--- src/rtl/uart_tx_frame_gen.sv ---
// UART transmit serialiser: builds start / 5..DATA_W data bits LSB first / optional parity / 1-2 stop
// bits from shadow copies of the request, one bit per BaudOut cycle, with back-to-back frame support.
module uart_tx_frame_gen #(
    parameter int DATA_W = 8,
    parameter int LEN_W  = 4
) (
    input  logic              BaudOut,
    input  logic              rst,
    input  logic              send,
    input  logic [DATA_W-1:0] data_in,
    input  logic [LEN_W-1:0]  data_len,
    input  logic [1:0]        parity_type,
    input  logic              stop_bits,
    output logic              data_out,
    output logic              p_parity_out,
    output logic              tx_active,
    output logic              tx_done
);

    typedef enum logic [2:0] {
        IDLE,
        START,
        DATA,
        PARITY,
        STOP
    } state_t;

    state_t            r_state;
    logic [DATA_W-1:0] r_shift;
    logic [LEN_W-1:0]  r_len;
    logic [LEN_W-1:0]  r_cnt;
    logic              r_has_par;
    logic              r_par_bit;
    logic              r_stop2;

    logic [LEN_W-1:0]  w_len_eff;
    logic [DATA_W-1:0] w_mask;
    logic [DATA_W-1:0] w_data_m;
    logic              w_data_par;
    logic              w_eof;
    logic              w_capture;

    always_comb begin
        w_len_eff = data_len;
        if (data_len < LEN_W'(5)) begin
            w_len_eff = LEN_W'(5);
        end else if (data_len > LEN_W'(DATA_W)) begin
            w_len_eff = LEN_W'(DATA_W);
        end
    end

    // Bits above the effective length never reach the line and are excluded from parity.
    generate
        for (genvar gi = 0; gi < DATA_W; gi++) begin : g_mask
            assign w_mask[gi] = (LEN_W'(gi) < w_len_eff);
        end
    endgenerate

    assign w_data_m   = data_in & w_mask;
    assign w_data_par = ^w_data_m;
    assign w_eof      = (r_state == STOP) && (!r_stop2 || (r_cnt == LEN_W'(1)));
    assign w_capture  = send && ((r_state == IDLE) || w_eof);

    always_ff @(posedge BaudOut or negedge rst) begin
        if (!rst) begin
            r_state      <= IDLE;
            r_shift      <= '0;
            r_len        <= '0;
            r_cnt        <= '0;
            r_has_par    <= 1'b0;
            r_par_bit    <= 1'b0;
            r_stop2      <= 1'b0;
            data_out     <= 1'b1;
            p_parity_out <= 1'b0;
            tx_active    <= 1'b0;
            tx_done      <= 1'b0;
        end else begin
            tx_done <= w_eof;
            if (w_capture) begin
                // Capture from IDLE or straight out of the last stop bit (no idle gap).
                r_shift      <= w_data_m;
                r_len        <= w_len_eff;
                r_has_par    <= ^parity_type;
                r_par_bit    <= parity_type[0] ? ~w_data_par : w_data_par;
                r_stop2      <= stop_bits;
                p_parity_out <= (^parity_type) ? 1'b0 : ~w_data_par;
                r_cnt        <= '0;
                r_state      <= START;
                data_out     <= 1'b0;
                tx_active    <= 1'b1;
            end else begin
                case (r_state)
                    IDLE: begin
                        data_out  <= 1'b1;
                        tx_active <= 1'b0;
                    end
                    START: begin
                        data_out <= r_shift[0];
                        r_shift  <= r_shift >> 1;
                        r_cnt    <= '0;
                        r_state  <= DATA;
                    end
                    DATA: begin
                        if (r_cnt == r_len - LEN_W'(1)) begin
                            if (r_has_par) begin
                                data_out <= r_par_bit;
                                r_state  <= PARITY;
                            end else begin
                                data_out <= 1'b1;
                                r_cnt    <= '0;
                                r_state  <= STOP;
                            end
                        end else begin
                            data_out <= r_shift[0];
                            r_shift  <= r_shift >> 1;
                            r_cnt    <= r_cnt + LEN_W'(1);
                        end
                    end
                    PARITY: begin
                        data_out <= 1'b1;
                        r_cnt    <= '0;
                        r_state  <= STOP;
                    end
                    STOP: begin
                        if (w_eof) begin
                            data_out  <= 1'b1;
                            tx_active <= 1'b0;
                            r_state   <= IDLE;
                        end else begin
                            r_cnt <= r_cnt + LEN_W'(1);
                        end
                    end
                    default: begin
                        data_out  <= 1'b1;
                        tx_active <= 1'b0;
                        r_state   <= IDLE;
                    end
                endcase
            end
        end
    end

endmodule
--- config.mk ---
export PLATFORM = sky130hd
export DESIGN_NAME = uart_tx_frame_gen
export DESIGN_NICKNAME = d
export VERILOG_FILES = /design/src/rtl/uart_tx_frame_gen.sv
export SDC_FILE = /design/constraint.sdc
export NUM_CORES = 1
export LEC_CHECK = 0
export CELL_PAD_IN_SITES_DETAIL_PLACEMENT = 1
export CELL_PAD_IN_SITES_GLOBAL_PLACEMENT = 1
export CORE_MARGIN = 2
export CORE_UTILIZATION = 38
export CTS_CLUSTER_DIAMETER = 30
export DETAILED_ROUTE_END_ITERATION = 12
export PLACE_DENSITY = 0.79
export SYNTH_ARGS = -nofsm -noshare
export SYNTH_HDL_FRONTEND = slang
export SYNTH_SLANG_ARGS = --single-unit
--- constraint.sdc ---
create_clock -name BaudOut -period 2.1 [get_ports BaudOut]
set_input_delay 0.315 -clock BaudOut [delete_from_list [all_inputs] [get_ports BaudOut]]
set_output_delay 0.315 -clock BaudOut [all_outputs]
set_load 0.01 [all_outputs]
Word-level counts from Yosys, hierarchy flattened. Index checks and enable logic that the tools add are counted.

Memories: 0. Bits in read-only memories: 0. Word-level logic and storage cells: 79. Memory bits (writable): 0. Register bits: 26. Bits in latches: 0. Input bits: 18.

Multiply operators: 0. Add/sub/neg operators: 2. Magnitude comparators: 10. Div/mod/pow operators: 0. Bitwise operators: 2. Mux-type cells: 25. Reductions and logical operators: 16. Eq/ne operators: 13. Shift operators: 0.

Operators by type and width (count): two-way mux 4 bit (6); less-than comparator 3 x 4 -> 1 bit (first input constant) (4); two-way mux 8 bit (2); one-hot mux 8 bit (2 select lines) (1); one-hot mux 3 bit (5 select lines) (1); two-way mux 3 bit (4); != test 3 bit (second input constant) (4); one-hot mux 4 bit (3 select lines) (1); bitwise AND 8 bit (1); less-than comparator 1 x 4 -> 1 bit (first input constant) (2); less-than comparator 2 x 4 -> 1 bit (first input constant) (2); two-way mux 1 bit (8); parity 8 bit (1); == test 3 x 2 -> 1 bit (second input constant) (2); AND reduction 3 bit (2); adder 4 x 1 -> 4 bit (second input constant) (1); == test 4 x 1 -> 1 bit (second input constant) (1); == test 4 bit (1); > comparator 4 bit (second input constant) (1); less-than comparator 4 x 3 -> 1 bit (second input constant) (1); != test 4 bit (second input constant) (1); AND reduction 2 bit (2); nonzero test 4 bit (1); subtractor 4 x 1 -> 4 bit (second input constant) (1); other kinds (15) (17).

Logic depth before layout (Yosys ltp). Gate-level depths: netlist (run 1).

Depth after elaboration: 8. Mapped depth: 9. Gate-level depth less buffers: 7.

Worst setup path after synthesis (run 1). Ideal clock, no wire load.

Kind: register to register. Start: reg r_cnt[1]. End: reg r_len[1]. Setup time: 125 ps. Period minus slack after synthesis: 2048 ps. Arrival: 1922 ps. Cell stages (with the launch flop): 9. Path slack: 52 ps. Buffers on the path: 2. Required time: 1975 ps. Cells stage by stage: dfrtp_1 > inv_1 > ha_1 > or3b_4 > and3_4 > buf_6 > or2_4 > buf_6 > mux2_4.

Word-level cells in the longest chain between the ends: 5.

RTL lines: start, declared (line 31) `logic [LEN_W-1:0] r_cnt;`; start signal, assigned (line 116) `r_cnt <= r_cnt + LEN_W'(1);`; start signal, assigned (line 130) `r_cnt <= r_cnt + LEN_W'(1);`; == test 4 x 1 -> 1 bit (line 61) `assign w_eof = (r_state == STOP) && (!r_stop2 || (r_cnt == LEN_W'(1)));`; logical OR 1 bit (line 61); logical AND 1 bit (line 61); logical OR 1 bit (line 62) `assign w_capture = send && ((r_state == IDLE) || w_eof);`; logical AND 1 bit (line 62); end signal, assigned (line 82) `r_len <= w_len_eff;`; end, declared (line 30) `logic [LEN_W-1:0] r_len;`.

No other way between the ends. A chain may end at the register's enable or synchronous reset.

Worst setup path in the final report (run 1).
Start: reg r_cnt[1]. End: reg r_len[0].

The elaborated chain is that of the path after synthesis.

==> flow_summary.rst, run 1 <==
.. list-table::
   :header-rows: 1

   * - Metric
     - Value
   * - Wire length on met2
     - 2.16 mm
   * - RD Place Congestion
     - 0.790
   * - H-tree depth
     - 1
   * - Peak fanout along the critical path
     - 19
   * - Worst Max-Slew Pin Slew
     - 0.546 ns
   * - Clock latency of the later-clocked register in the worst-skew pair
     - 0.27 ns
   * - Proportion of synthesized flip-flops having asynchronous set or reset
     - 100%
   * - TritonRoute pass-1 iters
     - 4
   * - Leakage power of the design
     - 0.000908 uW
   * - Max cap viols
     - 0
   * - Half-perimeter wire length of the detailed placement result
     - 3.29 mm
   * - Placed Instance Area
     - 2040 um^2
   * - Top delay family on crit path
     - simple AND/OR/NAND/NOR gates
   * - Antenna violations before repair
     - 0
   * - Element type at the critical path start
     - register
   * - Maximum number of pins on one net before global-route repair
     - 27
   * - Critical path buffer and inverter count
     - 1
   * - Most frequent standard cell in the layout excluding fill and tap cells
     - sky130_fd_sc_hd__dfrtp_1
   * - Synth Warn #
     - 0
   * - Number of synthesized flops with an enable pin
     - 0
   * - Mean instance size in the synthesized netlist
     - 9.17 um^2
   * - Final cycle utilization of the critical path
     - 96.2%
   * - Final hold viol count
     - 0
   * - Highest Signal Layer
     - met4
   * - Buffers added on ports
     - 21
   * - Global-route congestion overflow total
     - 0
   * - Core Area
     - 4320 um^2
   * - Final Skew
     - 0.00203 ns
   * - Chip Height
     - 70.8 um
   * - Number of top-level pins
     - 22
   * - Fill count
     - 523
   * - Result of the run
     - completed
   * - Unique cell type count in the Yosys netlist
     - 47
   * - Die X
     - 70.8 um
   * - Setup WS pre-CTS
     - -0.0490 ns
   * - Proportion of synthesized chip area in sequential cells
     - 38.4%
   * - Delay contributed by the slowest stage of the critical path
     - 0.40 ns
   * - Standard-cell rows
     - 24
   * - Setup-failing EPs final
     - 0
   * - Clock transition at the registers of the reported paths
     - 0.09 ns
   * - Library cell contributing the largest single delay on the critical path
     - sky130_fd_sc_hd__or3b_4
   * - Worst Path Arrival
     - 2.22 ns
   * - Final Max Tran Viols
     - 0
   * - Via/cell ratio
     - 5.74
   * - Worst setup path class
     - register to register
   * - Final worst path period need
     - 2.02 ns
   * - Endpoint class of the critical path
     - register
   * - Via total after detailed routing
     - 1538
   * - Post-layout utilization of the core
     - 48.5%
   * - Total power per unit cell area
     - 1590 nW/um^2
   * - Number of register bits inferred by synthesis
     - 26
   * - Top cell type by total area after synthesis
     - sky130_fd_sc_hd__dfrtp_1
   * - Setup TNS
     - 0 ns
   * - Total area of multi-input combinational cells
     - 956 um^2
   * - Maximum clock rate
     - 495 MHz
   * - Final routed wire length divided by cell count
     - 16.6 um
   * - Final antenna-violating net count
     - 0
   * - Flip-flop and latch area
     - 652 um^2
   * - Leading post-synthesis cells by cell area
     - sky130_fd_sc_hd__dfrtp_1 (37%), sky130_fd_sc_hd__nand2_1 (5.1%), sky130_fd_sc_hd__a21oi_1 (4.7%)
   * - Ordered cell list for the critical path
     - inv_1, ha_1, or3b_4, and3_4, or2_4, a211o_1, o21ai_0
   * - Number of design-rule violations left by the first detailed-router iteration
     - 94
   * - Wire length of the first global-routing pass
     - 7.64 mm
   * - Fraction of layout cells with a size suffix above 1
     - 14.8%
   * - Portion of synthesized cell area occupied by the leading cell type
     - 36.9%
   * - Syn-to-layout area delta
     - 23.7%
   * - Wirelength, routed
     - 4.44 mm
   * - Max-slew headroom
     - 63.5%
   * - Effective utilization at floorplan
     - 39.2%
   * - Cell at the root of the clock tree
     - sky130_fd_sc_hd__clkbuf_8
   * - Data required, critical path
     - 2.30 ns
   * - Total clock buffers created by CTS
     - 3
   * - Worst-case vdd ir drop
     - 0.453 mV
   * - Number of nets in the final layout
     - 238
   * - Design area
     - 2100 um^2
   * - Max Root-Sink Buffers
     - 2
   * - Most used DFF post-synth
     - sky130_fd_sc_hd__dfrtp_1
   * - Clock tree from TritonCTS
     - done
   * - Vias in the first global route
     - 1598
   * - Total global routing track utilization
     - 19.2%
   * - Ant diodes
     - 0
   * - Sum of routed wire segments on met1
     - 2.12 mm
   * - Count of buffers added by post-CTS timing repair for setup
     - 0
   * - Met3 routed wirelength
     - 95 um
   * - Worst min path class
     - primary input to asynchronous set/reset pin
   * - Synth Instances
     - 185
   * - Synthesized cell area
     - 1700 um^2
   * - Full die area
     - 5020 um^2
   * - Number of remaining DRC errors
     - 0
   * - PnR worst setup slack
     - 0.0790 ns
   * - Top library cells by usage in the layout, fill and taps aside
     - sky130_fd_sc_hd__dfrtp_1 (25), sky130_fd_sc_hd__nand2_1 (23), sky130_fd_sc_hd__clkdlybuf4s50_1 (21)
   * - Clock sink count
     - 26
   * - Synthesized net count
     - 206
-- per-layer routing --
layer  track usage, %  vias up
met5                0        -
met4             5.03        0
met3             1.71        5
met2             32.2       24
met1             26.9      775
li1                 -      734
-- worst paths after layout --
check / endpoint / depth (start not counted) / start / slack, ns
max: r_len[0]$_DFFE_PN0N_ / 7 / r_cnt[1]$_DFFE_PN0P_ / 0.08
min: r_shift[1]$_DFFE_PN0P_ / 2 / rst / 0.40
max reg2reg: r_len[0]$_DFFE_PN0N_ / 7 / r_cnt[1]$_DFFE_PN0P_ / 0.08
min reg2reg: r_len[3]$_DFFE_PN0N_ / 2 / r_len[3]$_DFFE_PN0N_ / 0.51
max in group asynchronous: data_out$_DFFE_PN1P_ / 2 / rst / 1.40
min in group BaudOut: r_len[3]$_DFFE_PN0N_ / 2 / r_len[3]$_DFFE_PN0N_ / 0.51
-- kinds of logic (layout without fill, tap and decap cells) --
group | Yosys count | count (layout) | share of synthesized area (%)
AND/OR/NAND/NOR | 56 | 56 | 17.7
adder cells (fa/ha/maj) | 3 | 3 | 2.21
buffers and inverters | 21 | 52 | 5.83
AO/OA/AOI/OAI | 62 | 62 | 24.7
flip-flops | 26 | 26 | 38.4
XOR/XNOR | 14 | 14 | 9.07
multiplexers | 3 | 3 | 2.06
-- final cells by class --
cell class                 instances  share of cell area [%]
timing repair buffer              36                    16.0
multi-input combinational        138                    45.6
inverter                          12                    2.15
sequential                        26                    31.1
tap                               52                    3.10
clock buffer                       4                    2.15
-- through the flow --
step	total power (uW)	cells	hold WS (ns)
final	3350	268	0.399
after global routing	3650	268	0.429
after CTS	3330	268	0.413
after detailed placement	3010	264	0.503
after global placement	2940	264	0.477
after floorplan	2340	185	0.0194
-- report_power, final --
part           switching (uW)  internal, uW
sequential                263           744
combinational            1080           962
clock                     164           136
-- flip-flops by register name, summed over array words and instances (netlist names) --
| signal | flops |
|---|---|
| data_out | 1 |
| p_parity_out | 1 |
| r_cnt | 4 |
| r_has_par | 1 |
| r_len | 4 |
| r_par_bit | 1 |
| r_shift | 8 |
| r_state | 3 |
| r_stop2 | 1 |
| tx_active | 1 |
| tx_done | 1 |
-- synth_stat cells (4+ instances only) --
master and number:
sky130_fd_sc_hd__dfrtp_1 25, sky130_fd_sc_hd__nand2_1 23, sky130_fd_sc_hd__a21oi_1 16, sky130_fd_sc_hd__inv_1 12, sky130_fd_sc_hd__a31oi_1 9, sky130_fd_sc_hd__nor2_1 9
sky130_fd_sc_hd__xnor2_1 8, sky130_fd_sc_hd__a22o_1 7, sky130_fd_sc_hd__o21ai_0 7, sky130_fd_sc_hd__a221oi_1 6, sky130_fd_sc_hd__clkbuf_1 5, sky130_fd_sc_hd__and2_1 4
sky130_fd_sc_hd__xor2_1 4
-- what timing repair did --
action / CTS / global route
gates resized for setup: 0 / 3
hold buffers: 0 / 0
setup endpoints to repair: 0 / 4
(Power assumes the default switching activity.)
==> run 2: changes to the inputs <==
Settings changed: REMOVE_ABC_BUFFERS set to 1, SLEW_MARGIN set to 20.
==> flow_summary.rst, run 2 (synthesis gave the netlist of run 1 again) <==
.. list-table::
   :header-rows: 1

   * - Metric
     - Value
   * - Number of cells in the design after placement
     - 264 (unchanged)
   * - Endpoint class of the critical path
     - register
   * - Wire length of the first global-routing pass
     - 7.66 mm (+0.27%)
   * - Worst Path Arrival
     - 2.20 ns (-0.02 ns)
   * - Number of remaining DRC errors
     - 0 (unchanged)
   * - Total global routing track utilization
     - 19.1% (-0.083 points)
   * - Worst min path class
     - primary input to asynchronous set/reset pin
   * - Logic depth of the worst register-to-register path
     - 7 (unchanged)
   * - Buffers added on ports
     - 21 (unchanged)
   * - Clock transition at the registers of the reported paths
     - 0.10 ns (about the same)
   * - Wirelength, routed
     - 4.47 mm (+0.63%)
   * - Worst setup path class
     - register to register
   * - Worst r2r dst
     - r_len[0]$_DFFE_PN0N_
   * - Full die area
     - 5020 um^2 (unchanged)
   * - Final instance count without filler cells
     - 270 (+0.75%)
   * - Leakage power of the design
     - 0.000941 uW (+3.6%)
   * - Effective utilization at floorplan
     - 39.2% (unchanged)
   * - Total power per unit cell area
     - 1650 nW/um^2 (+3.6%)
   * - Sum of internal, switching and leakage power
     - 3590 uW (+7.3%)
   * - Biggest register
     - r_shift
   * - Final antenna-violating net count
     - 0 (unchanged)
   * - Setup-failing EPs final
     - 0 (unchanged)
   * - Critical path startpoint
     - r_cnt[1]$_DFFE_PN0P_
   * - Register-to-Register Setup Slack
     - 0.1 ns (+0.02 ns)
   * - Ant diodes
     - 0 (unchanged)
   * - Relative contribution of sequential cells to total power
     - 27.8% (-2.3 points)
   * - Startpoint of the most critical register-to-register path
     - r_cnt[1]$_DFFE_PN0P_
   * - Via/cell ratio
     - 5.57 (-2.9%)
   * - Most frequent standard cell in the layout excluding fill and tap cells
     - sky130_fd_sc_hd__dfrtp_1
   * - Total clock buffers created by CTS
     - 3 (unchanged)
   * - RD Place Congestion
     - 0.813 (+2.9%)
   * - Die X
     - 70.8 um (unchanged)
   * - Final hold viol count
     - 0 (unchanged)
   * - Number of top-level pins
     - 22 (unchanged)
   * - Core Area
     - 4320 um^2 (unchanged)
   * - Final Skew
     - 0.00742 ns (+0.00538 ns)
   * - TritonRoute pass-1 iters
     - 4 (unchanged)
   * - Internal power
     - 2020 uW (+9.7%)
   * - Final routed wire length divided by cell count
     - 16.5 um (-0.11%)
   * - Clock tree from TritonCTS
     - done
   * - Part of the total power dissipated in the clock network
     - 12.0% (+3.0 points)
   * - Biggest regs
     - r_shift x8, r_cnt x4, r_len x4
   * - Clock sink count
     - 26 (unchanged)
   * - Antenna violations before repair
     - 0 (unchanged)
   * - PnR worst setup slack
     - 0.0952 ns (+0.0161 ns)
   * - Worst Max-Slew Pin Slew
     - 0.546 ns (-0.000390 ns)
   * - Fill count
     - 510 (-2.5%)
   * - Max Root-Sink Buffers
     - 2 (unchanged)
   * - Maximum number of pins on one net before global-route repair
     - 27 (unchanged)
   * - Chip Height
     - 70.8 um (unchanged)
   * - H-tree depth
     - 1 (unchanged)
   * - Via total after detailed routing
     - 1505 (-2.1%)
   * - Final worst path period need
     - 2.00 ns (-0.0161 ns)
   * - Number of design-rule violations left by the first detailed-router iteration
     - 85 (-9.6%)
   * - Max-slew headroom
     - 63.5% (about the same)
   * - Half-perimeter wire length of the detailed placement result
     - 3.23 mm (-1.9%)
   * - Final Max Tran Viols
     - 0 (unchanged)
   * - Global-route congestion overflow total
     - 0 (unchanged)
   * - Maximum clock rate
     - 499 MHz (+0.81%)
   * - Element type at the critical path start
     - register
   * - Final cycle utilization of the critical path
     - 95.5% (-0.77 points)
   * - Data required, critical path
     - 2.30 ns (about the same)
   * - Setup WS pre-CTS
     - -0.0291 ns (+0.0200 ns)
   * - Result of the run
     - completed
   * - Vias in the first global route
     - 1559 (-2.4%)
   * - Top library cells by usage in the layout, fill and taps aside
     - sky130_fd_sc_hd__dfrtp_1 (24), sky130_fd_sc_hd__nand2_1 (23), sky130_fd_sc_hd__clkdlybuf4s50_1 (21)
   * - Critical Path Sink
     - r_len[0]$_DFFE_PN0N_
   * - Combinational fraction of design power
     - 60.2% (-0.8 points)
   * - Syn-to-layout area delta
     - 28.1%
   * - Fraction of layout cells with a size suffix above 1
     - 18.3% (+3.5 points)
   * - Peak fanout along the critical path
     - 17 (-2)
   * - Number of nets in the final layout
     - 240 (+0.84%)
   * - Worst-case vdd ir drop
     - 0.483 mV (+6.6%)
   * - Max cap viols
     - 0 (unchanged)
   * - Clock latency of the later-clocked register in the worst-skew pair
     - 0.28 ns (about the same)
   * - Net switching share of the total power
     - 43.8% (-1.2 points)
   * - Setup TNS
     - 0 ns (unchanged)
   * - Max reg flops
     - 8 (unchanged)
   * - Sw Pwr
     - 1570 uW (+4.5%)
   * - Standard-cell rows
     - 24 (unchanged)
   * - Post-layout utilization of the core
     - 50.3% (+1.7 points)
   * - Post-cts hold buffer count
     - 0 (unchanged)
   * - Cell at the root of the clock tree
     - sky130_fd_sc_hd__clkbuf_8
-- run 2: power by group through the flow --
stage	sequential, uW	clock (uW)	combinational [uW]
6_report	1000	430	2160
5_1_grt	1040	455	2390
4_1_cts	995	435	2060
3_5_place_dp	1000	0	2030
3_3_place_gp	997	0	1970
2_1_floorplan	990	0	1280
-- run 2: worst min path at each step --
| stage | startpoint | slack [ns] | cells past startpoint | endpoint |
|---|---|---|---|---|
| after global placement | r_len[3]$_DFFE_PN0N_ | 0.48 | 2 | r_len[3]$_DFFE_PN0N_ |
| final | rst | 0.39 | 2 | r_shift[0]$_DFFE_PN0P_ |
| after global routing | rst | 0.41 | 2 | r_shift[0]$_DFFE_PN0P_ |
| after detailed placement | p_parity_out$_DFFE_PN0N_ | 0.50 | 1 | p_parity_out$_DFFE_PN0N_ |
| after CTS | rst | 0.41 | 2 | r_shift[0]$_DFFE_PN0P_ |
| after floorplan | rst | 0.02 | 0 | p_parity_out$_DFFE_PN0N_ |
-- run 2: stage by stage --
stage	area, um^2	hold WS, ns
3_3_place_gp	2060	0.478
2_1_floorplan	1640	0.0194
4_1_cts	2130	0.406
3_5_place_dp	2060	0.500
6_report	2170	0.389
5_1_grt	2170	0.414
-- run 2: final cells by class --
type,count,area (um^2),area share [%]
multi-input combinational,138,976,44.9
sequential,26,653,30.1
timing repair buffer,38,363,16.7
tap,52,65.1,2.99
inverter,12,45.0,2.07
clock buffer,3,41.3,1.90
clock inverter,1,30.0,1.38
-- run 2: metal layers --
| layer | part of all wire (%) | wire length, um | up-vias | GRT usage [%] |
|---|---|---|---|---|
| li1 | - | - | 742 | - |
| met1 | 48 | 2160 | 730 | 27.3 |
| met2 | 48 | 2140 | 28 | 30.6 |
| met3 | 2.4 | 108 | 5 | 1.99 |
| met4 | 1.2 | 55 | 0 | 6.29 |
| met5 | 0 | 0 | - | 0 |
-- run 2: worst max-delay path, stage by stage (launching register included) --
cell	delay [ns]
sky130_fd_sc_hd__dfrtp_1	0.39
sky130_fd_sc_hd__inv_1	0.08
sky130_fd_sc_hd__ha_1	0.14
sky130_fd_sc_hd__or3b_4	0.40
sky130_fd_sc_hd__and3_4	0.22
sky130_fd_sc_hd__or2_4	0.34
sky130_fd_sc_hd__a211o_1	0.29
sky130_fd_sc_hd__o21ai_0	0.07
-- run 2: what timing repair did --
| item | in CTS | in global routing |
|---|---|---|
| endpoints found under the setup margin | 0 | 8 |
| endpoints found under the hold margin | 0 | 0 |
| resized for setup | 0 | 9 |
| buffers inserted | 0 | 2 |
==> run 3: changes to the inputs <==
Settings changed: ABC_CLOCK_PERIOD_IN_PS set to 2100.
==> results of run 3 <==
No change in the layout: final DEF, timing and power equal those of run 2.
